## config.mk

```make
export PLATFORM = sky130hd
export DESIGN_NAME = sub16_serial_flat
export DESIGN_NICKNAME = d
export VERILOG_FILES = /design/src/rtl/sub16_pkg.sv /design/src/rtl/sub16_serial_if.sv /design/src/rtl/adder_4bit.sv /design/src/rtl/sub16_serial.sv /design/src/flat_wrapper.sv
export SDC_FILE = /design/constraint.sdc
export NUM_CORES = 1
export LEC_CHECK = 0
export ABC_CLOCK_PERIOD_IN_PS = 4500
export BUFFER_PORTS_ARGS = -buffer_cell sky130_fd_sc_hd__buf_2
export CORE_MARGIN = 4
export CORE_UTILIZATION = 42
export CTS_BUF_LIST = sky130_fd_sc_hd__clkbuf_4 sky130_fd_sc_hd__clkbuf_8
export CTS_CLUSTER_SIZE = 20
export DETAILED_ROUTE_END_ITERATION = 12
export PLACE_DENSITY = 0.73
export SLEW_MARGIN = 10
export SYNTH_ARGS = -nofsm -noshare
export SYNTH_HDL_FRONTEND = slang
export SYNTH_HIERARCHICAL = 1
export SYNTH_SLANG_ARGS = --single-unit
```

## constraint.sdc

```tcl
create_clock -name clk -period 4.5 [get_ports clk]
set_clock_uncertainty 0.1 [all_clocks]
set_input_delay 0.45 -clock clk [delete_from_list [all_inputs] [get_ports clk]]
set_output_delay 0.45 -clock clk [all_outputs]
set_load 0.005 [all_outputs]
```

## src/rtl/sub16_pkg.sv

```systemverilog
// Shared types and sizing for the nibble-serial 16-bit subtractor.
// Latency: n/a (types only).
// Backpressure: n/a (types only).
package sub16_pkg;

    typedef enum logic [1:0] {
        IDLE = 2'd0,
        RUN  = 2'd1,
        DONE = 2'd2
    } state_t;

    localparam int NIBBLES = 4;
    localparam int NIB_W   = 4;
    localparam int CNT_W   = 2;
    localparam int DATA_W  = NIBBLES * NIB_W;

endpackage

```

## src/rtl/sub16_serial_if.sv

```systemverilog
// Operand/result bundle for sub16_serial; master drives operands, slave returns the result.
// Latency: n/a (wiring only).
// Backpressure: start is only honoured while busy is low; nothing is queued.
interface sub16_serial_if;
    import sub16_pkg::*;

    logic              start;
    logic [DATA_W-1:0] A;
    logic [DATA_W-1:0] B;
    logic              b_in;
    logic              busy;
    logic              done;
    logic [DATA_W-1:0] D;
    logic              borrow_out;
    logic              overflow;

    modport master (
        output start, A, B, b_in,
        input  busy, done, D, borrow_out, overflow
    );

    modport slave (
        input  start, A, B, b_in,
        output busy, done, D, borrow_out, overflow
    );

endinterface

```

## src/rtl/adder_4bit.sv

```systemverilog
// 4-bit ripple-carry adder slice, purely combinational.
// Latency: 0 cycles.
// Backpressure: none.
module adder_4bit
    import sub16_pkg::*;
(
    input  logic [NIB_W-1:0] a,
    input  logic [NIB_W-1:0] b,
    input  logic             cin,
    output logic [NIB_W-1:0] sum,
    output logic             cout
);

    logic [NIB_W:0] c;

    always_comb begin
        c    = '0;
        sum  = '0;
        c[0] = cin;
        for (int i = 0; i < NIB_W; i++) begin
            sum[i]   = a[i] ^ b[i] ^ c[i];
            c[i+1]   = (a[i] & b[i]) | (c[i] & (a[i] ^ b[i]));
        end
    end

    assign cout = c[NIB_W];

endmodule

```

## src/rtl/sub16_serial.sv

```systemverilog
// D = A - B - b_in, one nibble per clock through a single adder_4bit slice.
// Latency: done pulses 4 edges after the accepting edge; one result per 5 cycles back-to-back.
// Backpressure: start is ignored (not queued) while busy is high.
module sub16_serial
    import sub16_pkg::*;
(
    input  logic          clk,
    input  logic          rst_n,
    sub16_serial_if.slave bus
);

    state_t             state;
    logic [CNT_W-1:0]   cnt;
    logic [DATA_W-1:0]  a_q;
    logic [DATA_W-1:0]  b_q;
    logic [DATA_W-1:0]  d_q;
    logic               brw;
    logic               busy_q;
    logic               done_q;
    logic               bo_q;
    logic               ov_q;

    logic [NIB_W-1:0]   a_nib;
    logic [NIB_W-1:0]   b_nib;
    logic [NIB_W-1:0]   sum;
    logic               cout;
    logic               last_nib;

    // Operand nibble select, LSB nibble first.
    always_comb begin
        a_nib = '0;
        b_nib = '0;
        case (cnt)
            2'd0: begin a_nib = a_q[3:0];   b_nib = b_q[3:0];   end
            2'd1: begin a_nib = a_q[7:4];   b_nib = b_q[7:4];   end
            2'd2: begin a_nib = a_q[11:8];  b_nib = b_q[11:8];  end
            2'd3: begin a_nib = a_q[15:12]; b_nib = b_q[15:12]; end
            default: begin a_nib = '0; b_nib = '0; end
        endcase
    end

    // Subtraction as A + ~B + ~borrow; carry-out low means a borrow was taken.
    adder_4bit u_adder (
        .a    (a_nib),
        .b    (~b_nib),
        .cin  (~brw),
        .sum  (sum),
        .cout (cout)
    );

    assign last_nib = (cnt == CNT_W'(NIBBLES - 1));

    always_ff @(posedge clk or negedge rst_n) begin
        if (!rst_n) begin
            state  <= IDLE;
            cnt    <= '0;
            a_q    <= '0;
            b_q    <= '0;
            d_q    <= '0;
            brw    <= 1'b0;
            busy_q <= 1'b0;
            done_q <= 1'b0;
            bo_q   <= 1'b0;
            ov_q   <= 1'b0;
        end else begin
            done_q <= 1'b0;
            case (state)
                IDLE, DONE: begin
                    if (bus.start) begin
                        a_q    <= bus.A;
                        b_q    <= bus.B;
                        brw    <= bus.b_in;
                        cnt    <= '0;
                        state  <= RUN;
                        busy_q <= 1'b1;
                    end else begin
                        state  <= IDLE;
                        busy_q <= 1'b0;
                    end
                end
                RUN: begin
                    for (int i = 0; i < NIBBLES; i++) begin
                        if (cnt == CNT_W'(i)) begin
                            d_q[i*NIB_W +: NIB_W] <= sum;
                        end
                    end
                    brw <= ~cout;
                    cnt <= cnt + 1'b1;
                    if (last_nib) begin
                        state  <= DONE;
                        busy_q <= 1'b0;
                        done_q <= 1'b1;
                        bo_q   <= ~cout;
                        ov_q   <= (a_q[DATA_W-1] ^ b_q[DATA_W-1]) & (sum[NIB_W-1] ^ a_q[DATA_W-1]);
                    end
                end
                default: begin
                    state  <= IDLE;
                    busy_q <= 1'b0;
                end
            endcase
        end
    end

    assign bus.busy       = busy_q;
    assign bus.done       = done_q;
    assign bus.D          = d_q;
    assign bus.borrow_out = bo_q;
    assign bus.overflow   = ov_q;

endmodule

```

## src/flat_wrapper.sv

```systemverilog
// flat-port wrapper written by rule: the top's interface ports become plain ports
module sub16_serial_flat import sub16_pkg::*;
  (clk, rst_n, bus_start, bus_A, bus_B, bus_b_in, bus_busy, bus_done, bus_D, bus_borrow_out, bus_overflow);
  sub16_serial_if bus_i ();
  input  logic clk;
  input  logic rst_n;
  input wire logic [$bits(bus_i.start)-1:0] bus_start;
  input wire logic [$bits(bus_i.A)-1:0] bus_A;
  input wire logic [$bits(bus_i.B)-1:0] bus_B;
  input wire logic [$bits(bus_i.b_in)-1:0] bus_b_in;
  output wire logic [$bits(bus_i.busy)-1:0] bus_busy;
  output wire logic [$bits(bus_i.done)-1:0] bus_done;
  output wire logic [$bits(bus_i.D)-1:0] bus_D;
  output wire logic [$bits(bus_i.borrow_out)-1:0] bus_borrow_out;
  output wire logic [$bits(bus_i.overflow)-1:0] bus_overflow;
  assign bus_i.start = bus_start;
  assign bus_i.A = bus_A;
  assign bus_i.B = bus_B;
  assign bus_i.b_in = bus_b_in;
  assign bus_busy = bus_i.busy;
  assign bus_done = bus_i.done;
  assign bus_D = bus_i.D;
  assign bus_borrow_out = bus_i.borrow_out;
  assign bus_overflow = bus_i.overflow;
  sub16_serial u_core (.clk(clk), .rst_n(rst_n), .bus(bus_i));
endmodule
```

==> summary.md <==
| Metric | Value |
|---|---|
| Status | `finished clean` |
| 1st-pass router iterations | `5` |
| Vias/cell | `4.88` |
| Fin. max-slew vios | `0` |
| 1st-iter DRT viols | `119` |
| First-pass GRT wire length | `8.74 mm` |
| HP Class | `input pin to asynchronous set/reset pin` |
| WP buf/inv | `5` |
| Starting density of the core | `43.3%` |
| DRT antenna net count | `0` |
| Cell count after synthesis | `251` |
| Maximum vdd drop | `0.352 mV` |
| Total power | `2.41 mW` |
| Final setup fails | `0` |
| Initial antenna violation count | `0` |
| Synth cell types | `24` |
| Mean Syn Cell Area | `10.2 um2` |
| Max_slew headroom | `54.3%` |
| Most common cell in the netlist | `nand2_1` |
| Vias in the first global route | `1874` |
| Pre-CTS setup slack | `788 ps` |
| Chip width | `86.1 um` |
| CTS max path bufs | `2` |
| Crit path capture type | `register` |
| Htree depth | `2` |
| Post-synth top area cell | `dfrtp_1` |
| Fin Hold WS | `164 ps` |
| GRT met3 Usage | `3.75%` |
| Area after DPL | `0.00290 mm2` |
| Period utilization | `83.2%` |
| Placer Congestion | `0.818` |
| Pin count of the biggest net entering global routing | `57` |
| Slowest CP cell | `dfrtp_1` |
| Routed via count | `1844` |
| Syn_nets | `297` |
| # IOs | `56` |
| Syn. warnings | `6` |
| Worst Path Arrival | `3870 ps` |
| Yosys top cell area share | `54.7%` |
| DRT Wirelength | `5.14 mm` |
| Gr ovfl total | `0` |
| Maxcap violations | `0` |
| Met2 Resource Use GR | `24.0%` |
| Top_reg_cell synth | `dfrtp_1` |
| Smallest setup slack after layout | `755 ps` |
| Gate family responsible for the most delay along the worst path | `adder cells` |
| Setup_tns | `0 ps` |
| Ys async rst share | `100%` |
| Post-synth EDFFs | `0` |
| Kind of critical path | `register to register` |
| Row Count | `28` |
| GR Layer Usage met1 | `20.2%` |
| Final Hold Viols | `0` |
| Most Used Layer, Global Route | `met2` |
| RSZ-0062 raised after global routing | `false` |
| Layout Nets | `351` |
| # Post-CTS Setup Buffers | `0` |
| Die area | `0.00742 mm2` |
| Share of the yosys chip area belonging to registers | `54.7%` |
| Share of cells above drive strength 1 | `28.4%` |
| Root Buffer | `clkbuf_8` |
| Leakage | `1.64 nW` |
| P&R area growth vs syn | `15.8%` |
| Worst-Margin Slew | `685 ps` |
| CORE AREA | `0.00592 mm2` |
| Routed len/inst | `13.6 um` |
| Number of remaining DRC errors | `0` |
| Worst-path clk slew | `90 ps` |
| CTS Buf Count | `5` |
| Power density over the cells | `813 mW/mm2` |
| Min cycle time layout | `3750 ps` |
| Clock Latency Late Sink | `300 ps` |
| Cell with the most instances on the worst path | `inv_1` |
| Max FO, Critical Path | `9` |
| Yosys reg bits | `56` |
| Sink Count | `56` |
| CTS tree | `done` |
| Synth area leaders | `dfrtp_1 55%, nand2_1 15%, mux2_4 7.0%` |
| Final Cell Area | `0.00297 mm2` |
| Buffers on Ports | `55` |
| DP Wirelength | `3.85 mm` |
| Die H | `86.1 um` |
| Post-cts sizing count | `0` |
| Crit path launch type | `register` |
| Antenna Cells | `0` |
| Cell Area, Synth | `0.00256 mm2` |
| CTS Hold Buffers Added | `0` |
| Fillers | `573` |
| Synth cell count leaders | `102 x nand2_1, 56 x dfrtp_1, 16 x inv_1` |
| Cell Chain, Critical Path | `inv_1 -> ha_1 -> a222oi_1 -> a21oi_1 -> fa_1 -> inv_1 -> fa_1 -> inv_1 -> fa_1 -> inv_1 -> fa_1 -> inv_1 -> and3b_1 -> a21oi_1 -> o21ai_0` |
| FMAX | `267 MHz` |
| CP peak stage delay | `450 ps` |
| Tot GR Track Use | `14.9%` |
| Data required time at the worst endpoint | `4620 ps` |
## cell families after synthesis
| family | share of synthesized area, % |
|---|---|
| buf+inv | 4.64 |
| fa+ha+maj | 6.05 |
| simple gates | 19.4 |
| compound gates | 6.44 |
| mux | 8.78 |
| flops | 54.7 |
## report_power, final
part	switching, mW	total [mW]	internal (mW)
clock network	0.141	0.242	0.101
registers	0.158	0.913	0.755
logic	0.669	1.26	0.589
## final timing paths
check / startpoint / endpoint / slack [ps] / depth (start not counted)
worst min register to register: u_core/b_q[5] / u_core/b_q[5] / 380 / 2
worst max register to register: u_core/cnt[0] / u_core/bus.overflow / 750 / 15
max in group asynchronous: rst_n / u_core/a_q[4] / 3670 / 2
min in group clk: bus_A[13] / u_core/a_q[13] / 240 / 3
worst max-delay path: u_core/cnt[0] / u_core/bus.overflow / 750 / 15
worst min-delay path: rst_n / u_core/bus.D[11] / 160 / 2
## sequential cells by signal, indices dropped and copies added, names as in the netlist
signal / cells
u_core/b_q: 16
u_core/bus.overflow: 1
u_core/bus.D: 16
u_core/a_q: 16
u_core/bus.done: 1
u_core/brw: 1
u_core/bus.borrow_out: 1
u_core/cnt: 2
u_core/state: 2
## per-layer routing
metal | part of all wire [%] | routed length (um) | up-vias
li1 | - | - | 914
met1 | 47 | 2400 | 870
met2 | 46 | 2380 | 57
met3 | 6.5 | 333 | 3
met4 | 0.56 | 29 | 0
met5 | 0 | 0 | -
## metrics by stage
step | instances | utilization (%)
after floorplan | 251 | -
after global placement | 373 | 49.0
after detailed placement | 373 | 49.0
after CTS | 378 | 50.1
after global routing | 378 | 50.1
final | 378 | 50.1
## cell usage in the layout (no fill, tap or decap), types with 3 or more instances in the layout
master / n
clkbuf_8: 5
dfrtp_1: 56
nand2_1: 102
inv_1: 16
o21ai_0: 8
a21oi_1: 5
a222oi_1: 8
buf_2: 55
buf_4: 3
mux2_2: 4
mux2_4: 12
nand2_4: 3
fa_1: 4
ha_1: 6
nor2_1: 7
## final cells by class
| class | instances | area (um2) | area share [%] |
|---|---|---|---|
| flip-flops and latches | 56 | 1400 | 47.2 |
| clock buffers | 5 | 68.8 | 2.32 |
| multi-input cells | 168 | 1050 | 35.2 |
| inverters | 16 | 60.1 | 2.02 |
| repair buffers | 58 | 298 | 10.0 |
| well taps | 75 | 93.8 | 3.16 |
No activity file was read; power rests on OpenSTA's default activity.
